**src/rtl/srt_div_sequencer.sv**
```systemverilog
// srt_div_sequencer: round-robin operand arbiter and load/iterate/capture sequencer for the FP32 SRT radix-4 divider; SRT_DIV_SEQ_SPECIAL_EN short-circuits zero operands
module srt_div_sequencer #(
    parameter int NUM_ITER = 14,
    parameter int DATA_W   = 32
) (
    input  logic              clk,
    input  logic              rst,
    input  logic              req0_valid,
    output logic              req0_ready,
    input  logic [DATA_W-1:0] req0_a,
    input  logic [DATA_W-1:0] req0_b,
    input  logic              req1_valid,
    output logic              req1_ready,
    input  logic [DATA_W-1:0] req1_a,
    input  logic [DATA_W-1:0] req1_b,
    output logic [DATA_W-1:0] div_dividend,
    output logic [DATA_W-1:0] div_divisor,
    output logic              div_rst_n,
    input  logic [DATA_W-1:0] div_quotient,
    output logic              rsp_valid,
    input  logic              rsp_ready,
    output logic              rsp_id,
    output logic [DATA_W-1:0] rsp_quotient,
    output logic              busy
);
    localparam int CW = $clog2(NUM_ITER + 1);
    typedef enum logic [1:0] {IDLE, LOAD, ITER, DONE} state_t;
    state_t            r_state;
    logic [CW-1:0]     r_cnt;
    logic              r_last_id;
    logic              w_grant;
    logic              w_accept;
    logic [DATA_W-1:0] w_a;
    logic [DATA_W-1:0] w_b;
    logic              w_special;
    logic [DATA_W-1:0] w_special_q;
    always_comb begin
        w_grant    = r_last_id ? !req0_valid : req1_valid;
        req0_ready = (r_state == IDLE) && req0_valid && !w_grant;
        req1_ready = (r_state == IDLE) && req1_valid && w_grant;
        w_accept   = req0_ready || req1_ready;
        w_a        = w_grant ? req1_a : req0_a;
        w_b        = w_grant ? req1_b : req0_b;
    end
`ifdef SRT_DIV_SEQ_SPECIAL_EN
    logic w_sign;
    logic w_a_zero;
    logic w_b_zero;
    always_comb begin
        w_sign      = w_a[DATA_W-1] ^ w_b[DATA_W-1];
        w_a_zero    = w_a[DATA_W-2:0] == '0;
        w_b_zero    = w_b[DATA_W-2:0] == '0;
        w_special   = w_a_zero || w_b_zero;
        w_special_q = w_b_zero ? {w_sign, 8'hFF, {(DATA_W-9){1'b0}}} : {w_sign, {(DATA_W-1){1'b0}}};
    end
`else
    always_comb begin
        w_special   = 1'b0;
        w_special_q = '0;
    end
`endif
    // The divider runs only while in ITER; every other state holds it in reset.
    assign div_rst_n = (r_state == ITER);
    assign rsp_valid = (r_state == DONE);
    assign busy      = (r_state != IDLE);
    always_ff @(posedge clk) begin
        if (rst) begin
            r_state      <= IDLE;
            r_cnt        <= '0;
            r_last_id    <= 1'b1;
            rsp_id       <= 1'b0;
            rsp_quotient <= '0;
            div_dividend <= '0;
            div_divisor  <= '0;
        end else begin
            case (r_state)
                IDLE: if (w_accept) begin
                    div_dividend <= w_a;
                    div_divisor  <= w_b;
                    rsp_id       <= w_grant;
                    r_last_id    <= w_grant;
                    rsp_quotient <= w_special ? w_special_q : rsp_quotient;
                    r_state      <= w_special ? DONE : LOAD;
                end
                LOAD: begin
                    r_cnt   <= '0;
                    r_state <= ITER;
                end
                ITER: if (r_cnt == CW'(NUM_ITER)) begin
                    rsp_quotient <= div_quotient;
                    r_state      <= DONE;
                end else begin
                    r_cnt <= r_cnt + 1'b1;
                end
                DONE: if (rsp_ready) r_state <= IDLE;
            endcase
        end
    end
endmodule

```
**config.mk**
```make
export PLATFORM = sky130hd
export DESIGN_NAME = srt_div_sequencer
export DESIGN_NICKNAME = d
export VERILOG_FILES = /design/src/rtl/srt_div_sequencer.sv
export SDC_FILE = /design/constraint.sdc
export NUM_CORES = 1
export LEC_CHECK = 0
export ABC_AREA = 1
export CORE_MARGIN = 5
export CORE_UTILIZATION = 43
export CTS_CLUSTER_SIZE = 28
export DETAILED_ROUTE_END_ITERATION = 10
export PLACE_DENSITY = 0.86
export REMOVE_ABC_BUFFERS = 1
export SKIP_CTS_REPAIR_TIMING = 1
export SYNTH_ARGS = -nofsm -noshare
export SYNTH_HDL_FRONTEND = slang
export SYNTH_SLANG_ARGS = --single-unit
```
**constraint.sdc**
```tcl
create_clock -name clk -period 3.1 [get_ports clk]
set_input_delay 0.465 -clock clk [delete_from_list [all_inputs] [get_ports clk]]
set_output_delay 0.465 -clock clk [all_outputs]
set_load 0.01 [all_outputs]
```
=== After elaboration in Yosys (flattened, before gate mapping) ===
Index checks and enable logic that the tools add are counted.

* Word-level logic and storage cells: 39
* Bits of input ports: 165
* Output and inout bits: 102
* Register bits: 104

* Multiplexer cells: 9
* Equal/unequal tests: 8
* Add/sub/neg operators: 1
* Reduce and logical (&&, ||, !) cells: 14

{| class="wikitable"
|+ Operators by type and width
! kind !! count
|-
| $mux 32 || 2
|-
| $pmux 2 s4 || 1
|-
| $pmux 4 s2 || 1
|-
| $mux 2 || 3
|-
| $reduce_and 2->1 || 3
|-
| $add 4x1->4 const B || 1
|-
| $eq 2x2->1 const B || 2
|-
| $eq 4x4->1 const B || 1
|-
| $logic_and 1x1->1 || 4
|-
| $mux 4 || 1
|-
| $ne 2x1->1 const B || 2
|-
| $ne 2x2->1 const B || 2
|-
| $reduce_bool 2->1 || 2
|-
| $reduce_and 3->1 || 1
|-
| $eq 2x1->1 const B || 1
|-
| $logic_not 1->1 || 2
|-
| $logic_not 2->1 || 1
|-
| $logic_or 1x1->1 || 1
|-
| $mux 1 || 1
|}

=== Logic depth before layout (Yosys ltp) ===
* Depth after elaboration: 7
* Mapped depth: 10
* Gate-level depth less buffers: 8

=== Least setup slack after synthesis ===
Ideal clock, no wire load.

* Kind: reg2out
* From: register r_state[0]
* To: output req1_ready
* Data required time: 2635 ps
* Cell stages (with the launch flop): 9
* Setup slack: 1417 ps
* Buffers on the path: 2
* Data arrival time: 1218 ps
* Cells stage by stage: dfxtp_1 inv_1 ha_1 nand2_1 nand2_2 buf_6 buf_6 nand2_1 inv_1

* Cells in the longest elaborated chain, start to end: 3

{| class="wikitable"
|+ RTL lines
! item !! line !! RTL
|-
| start, declared || 28 || <nowiki>state_t r_state;</nowiki>
|-
| start signal, assigned || 83 || <nowiki>r_state <= w_special ? DONE : LOAD;</nowiki>
|-
| $logic_not 2->1 || 40 || <nowiki>req1_ready = (r_state == IDLE) && req1_valid && w_grant;</nowiki>
|-
| $logic_and 1x1->1 (2 in a row) || 40 ||
|-
| end, declared || 13 || <nowiki>output logic req1_ready,</nowiki>
|}

Every way passes these cells.

=== Worst setup path in the final report ===
Ends and elaborated chain as after synthesis.

==> results.json <==
{
  "synth_top_area_share_pct": 41.2,
  "core_sq_um": 11500,
  "drtIter0Drc": 376,
  "track_usage_pct": 20.9,
  "seq_power_share_pct": 33.4,
  "vias": 5303,
  "grt_first_pass_wirelength_um": 24300,
  "rows": 39,
  "synth_area_sq_um": 5060,
  "dieWidth_um": 118,
  "min_to": "rsp_id$_SDFFE_PP0P_",
  "hold_viol_final": 0,
  "area_growth_pct": 57.0,
  "clkTransAtPathRegs_ns": 0.07,
  "hold_depth": 2,
  "yosys.area.top_type": "dfxtp_1",
  "period_minus_slack_ns": 2.39,
  "slew_headroom_pct": 54.8,
  "cp.depth": 7,
  "clock_path_buffers": 2,
  "dpl_cell_area_sq_um": 7640,
  "diodes": 0,
  "crit_type": "register to primary output",
  "overflow": 0,
  "numPortBuffers": 266,
  "crit_slowest_cell": "clkdlybuf4s50_1",
  "fmax_ghz": 0.418,
  "ys.flop_type": "dfxtp_1",
  "crit_buf_inv": 3,
  "switching_share_pct": 36.5,
  "nNetsFinal": 1176,
  "synth_area_leaders": "dfxtp_1 41%, nand2_1 16%, inv_1 11%",
  "wl_um": 15300,
  "syn_inst": 766,
  "worstRegToRegCells": 6,
  "wl_per_cell_um": 13.3,
  "finalPower_mw": 5.57,
  "finalMaxSlewViolations": 0,
  "hold_slack_ns": 0.464,
  "tns_ns": 0,
  "cts_htree_levels": 3,
  "yosysSeqAreaShare_pct": 41.2,
  "total_leakage_power_nw": 3.98,
  "p_comb_share_pct": 46.0,
  "async_reset_ff_share_pct": 0,
  "cp.required_ns": 2.63,
  "final_area_sq_um": 7940,
  "hold_path_class": "register to register",
  "status": "finished clean",
  "p_int_mw": 3.54,
  "min_from": "rsp_id$_SDFFE_PP0P_",
  "pwr-share-clk_pct": 20.6,
  "clk_latency_ns": 0.34,
  "use_met3_pct": 8.79,
  "powerDensity_nw_per_um2": 701,
  "yosysUniqueCellTypes": 20,
  "start_kind": "register",
  "drv_cap": 0,
  "worstMarginPinSlew_ns": 0.678,
  "grt_start_max_net_pins": 130,
  "drive_above_1_share_pct": 2.87,
  "cts_root_buf": "clkbuf_16",
  "antenna_found_initial": 0,
  "initial_core_util_pct": 44.1,
  "hpwl_um": 11200,
  "ys_ff_latch": 104,
  "switchingPower_mw": 2.03,
  "viasPerCell": 4.60,
  "critical-path-top-delay-family": "buffers and inverters",
  "syn_avg_cell_area_sq_um": 6.60,
  "first_pass_iters": 4,
  "reg2reg_slack_ns": 1.00,
  "numCtsBuffers": 9,
  "finalCritPeriodShare_pct": 77.2,
  "clock-sinks": 104,
  "slowest_delay_ns": 0.54,
  "ioPinCount": 267,
  "die_h_um": 118,
  "cts_tree": "yes",
  "crit_path_max_fanout": 4,
  "ant_nets": 0,
  "arrival_ns": 1.93,
  "worstReg2RegStart": "r_state[0]$_SDFFE_PP0P_",
  "yosys_warnings": 0,
  "grt.busiest_layer": "met2",
  "drc": 0,
  "gp_congestion": 0.783,
  "rsz0062_at_grt": "no",
  "grt_pass1_vias": 4807,
  "grt_util_met1_pct": 25.1,
  "path_cells": "inv_1 > ha_1 > nand2_1 > nand2_4 > nand2_1 > inv_1 > clkdlybuf4s50_1",
  "dieArea_sq_um": 14000,
  "synth_enable_flop_cells": 0,
  "crit_path_end_kind": "primary output",
  "grt.met2_usage_pct": 34.5,
  "ir_worst_vdd_mv": 0.882,
  "setup_viol_count_final": 0,
  "regToRegEndpoint": "rsp_quotient[31]$_SDFFE_PP0P_",
  "fin_worst_skew_ns": 0.00892
}
## per-stage QoR
| step | setup slack, ns | cells | utilization [%] |
|---|---|---|---|
| 2_1_floorplan | -0.169 | 722 | - |
| 3_3_place_gp | 0.746 | 1136 | 66.6 |
| 3_5_place_dp | 0.717 | 1136 | 66.6 |
| 4_1_cts | 0.688 | 1152 | 69.2 |
| 5_1_grt | 0.577 | 1152 | 69.2 |
| 6_report | 0.707 | 1152 | 69.2 |
## power by group through the flow
stage | Sequential [mW] | Combinational (mW) | Clock, mW
after detailed placement | 1.89 | 2.57 | 0
after floorplan | 2.04 | 1.12 | 0
after global placement | 1.87 | 2.54 | 0
after global routing | 1.91 | 2.87 | 1.23
final | 1.86 | 2.56 | 1.15
after CTS | 1.86 | 2.59 | 1.18
## synth_stat cells (4+ instances only)
cell type  count
nor2_1        70
ha_1           7
nand4_1        4
o21ai_0       73
nand2_1      213
inv_1        145
dfxtp_1      104
clkbuf_1      12
nand3_1       69
a21oi_1        5
o21ai_1       23
buf_6         20
buf_2          9
## cell type report
class,instances,area [sq um]
tap,143,179
clock inverter,7,77.6
timing repair buffer,271,2730
inverter,148,556
multi-input combinational,470,2090
sequential,104,2080
fill,974,3530
clock buffer,9,225
## worst reg2reg max path, cell delays in order, from the launching register on
cell	delay [ns]
dfxtp_1	0.33
inv_1	0.13
ha_1	0.33
nand4_4	0.44
inv_2	0.59
nor2_1	0.11
nor2_1	0.12
## worst max path at each step
stage                            start          to  slack [ns]
6_report       r_state[0]$_SDFFE_PP0P_  req1_ready        0.71
5_1_grt        r_state[1]$_SDFFE_PP0P_  req1_ready        0.58
4_1_cts        r_state[0]$_SDFFE_PP0P_  req1_ready        0.69
3_5_place_dp                req1_valid  req1_ready        0.72
3_3_place_gp                req1_valid  req1_ready        0.75
2_1_floorplan               req1_valid  req1_ready       -0.17
## kinds of logic (layout without fill, tap and decap cells)
kind of cell	Yosys count	after routing	synth area share, %
simple gates	360	360	29.1
buf+inv	192	435	17.7
flops	104	104	41.2
compound gates	103	103	10.3
fa+ha+maj	7	7	1.73
## registers in the layout (all words and copies together), names as in the netlist
register / flops
rsp_id: 1
r_state: 2
rsp_quotient: 32
r_cnt: 4
div_divisor: 32
div_dividend: 32
r_last_id: 1
## layer usage
layer | vias to the layer above | share of wire (%)
li1 | 2783 | -
met1 | 2297 | 39
met2 | 206 | 47
met3 | 17 | 13
met4 | 0 | 1.4
met5 | - | 0
## placed cells by master, fill, tap and decap left out
cell,instances
o21ai_4,1
inv_6,2
nand3_1,69
clkinv_2,1
o21ai_0,73
dfxtp_1,104
nand4_4,1
buf_4,3
bufinv_16,1
or2_2,2
clkinv_4,2
clkdlybuf4s50_1,266
ha_1,7
o21ai_1,23
inv_1,145
nand2_4,1
nand2_1,213
a21oi_1,5
o21a_1,1
nor2_1,70
buf_12,2
inv_2,3
nand4_1,4
clkinvlp_4,1
clkbuf_16,9
Note: power is estimated with default switching activity, not from simulation.
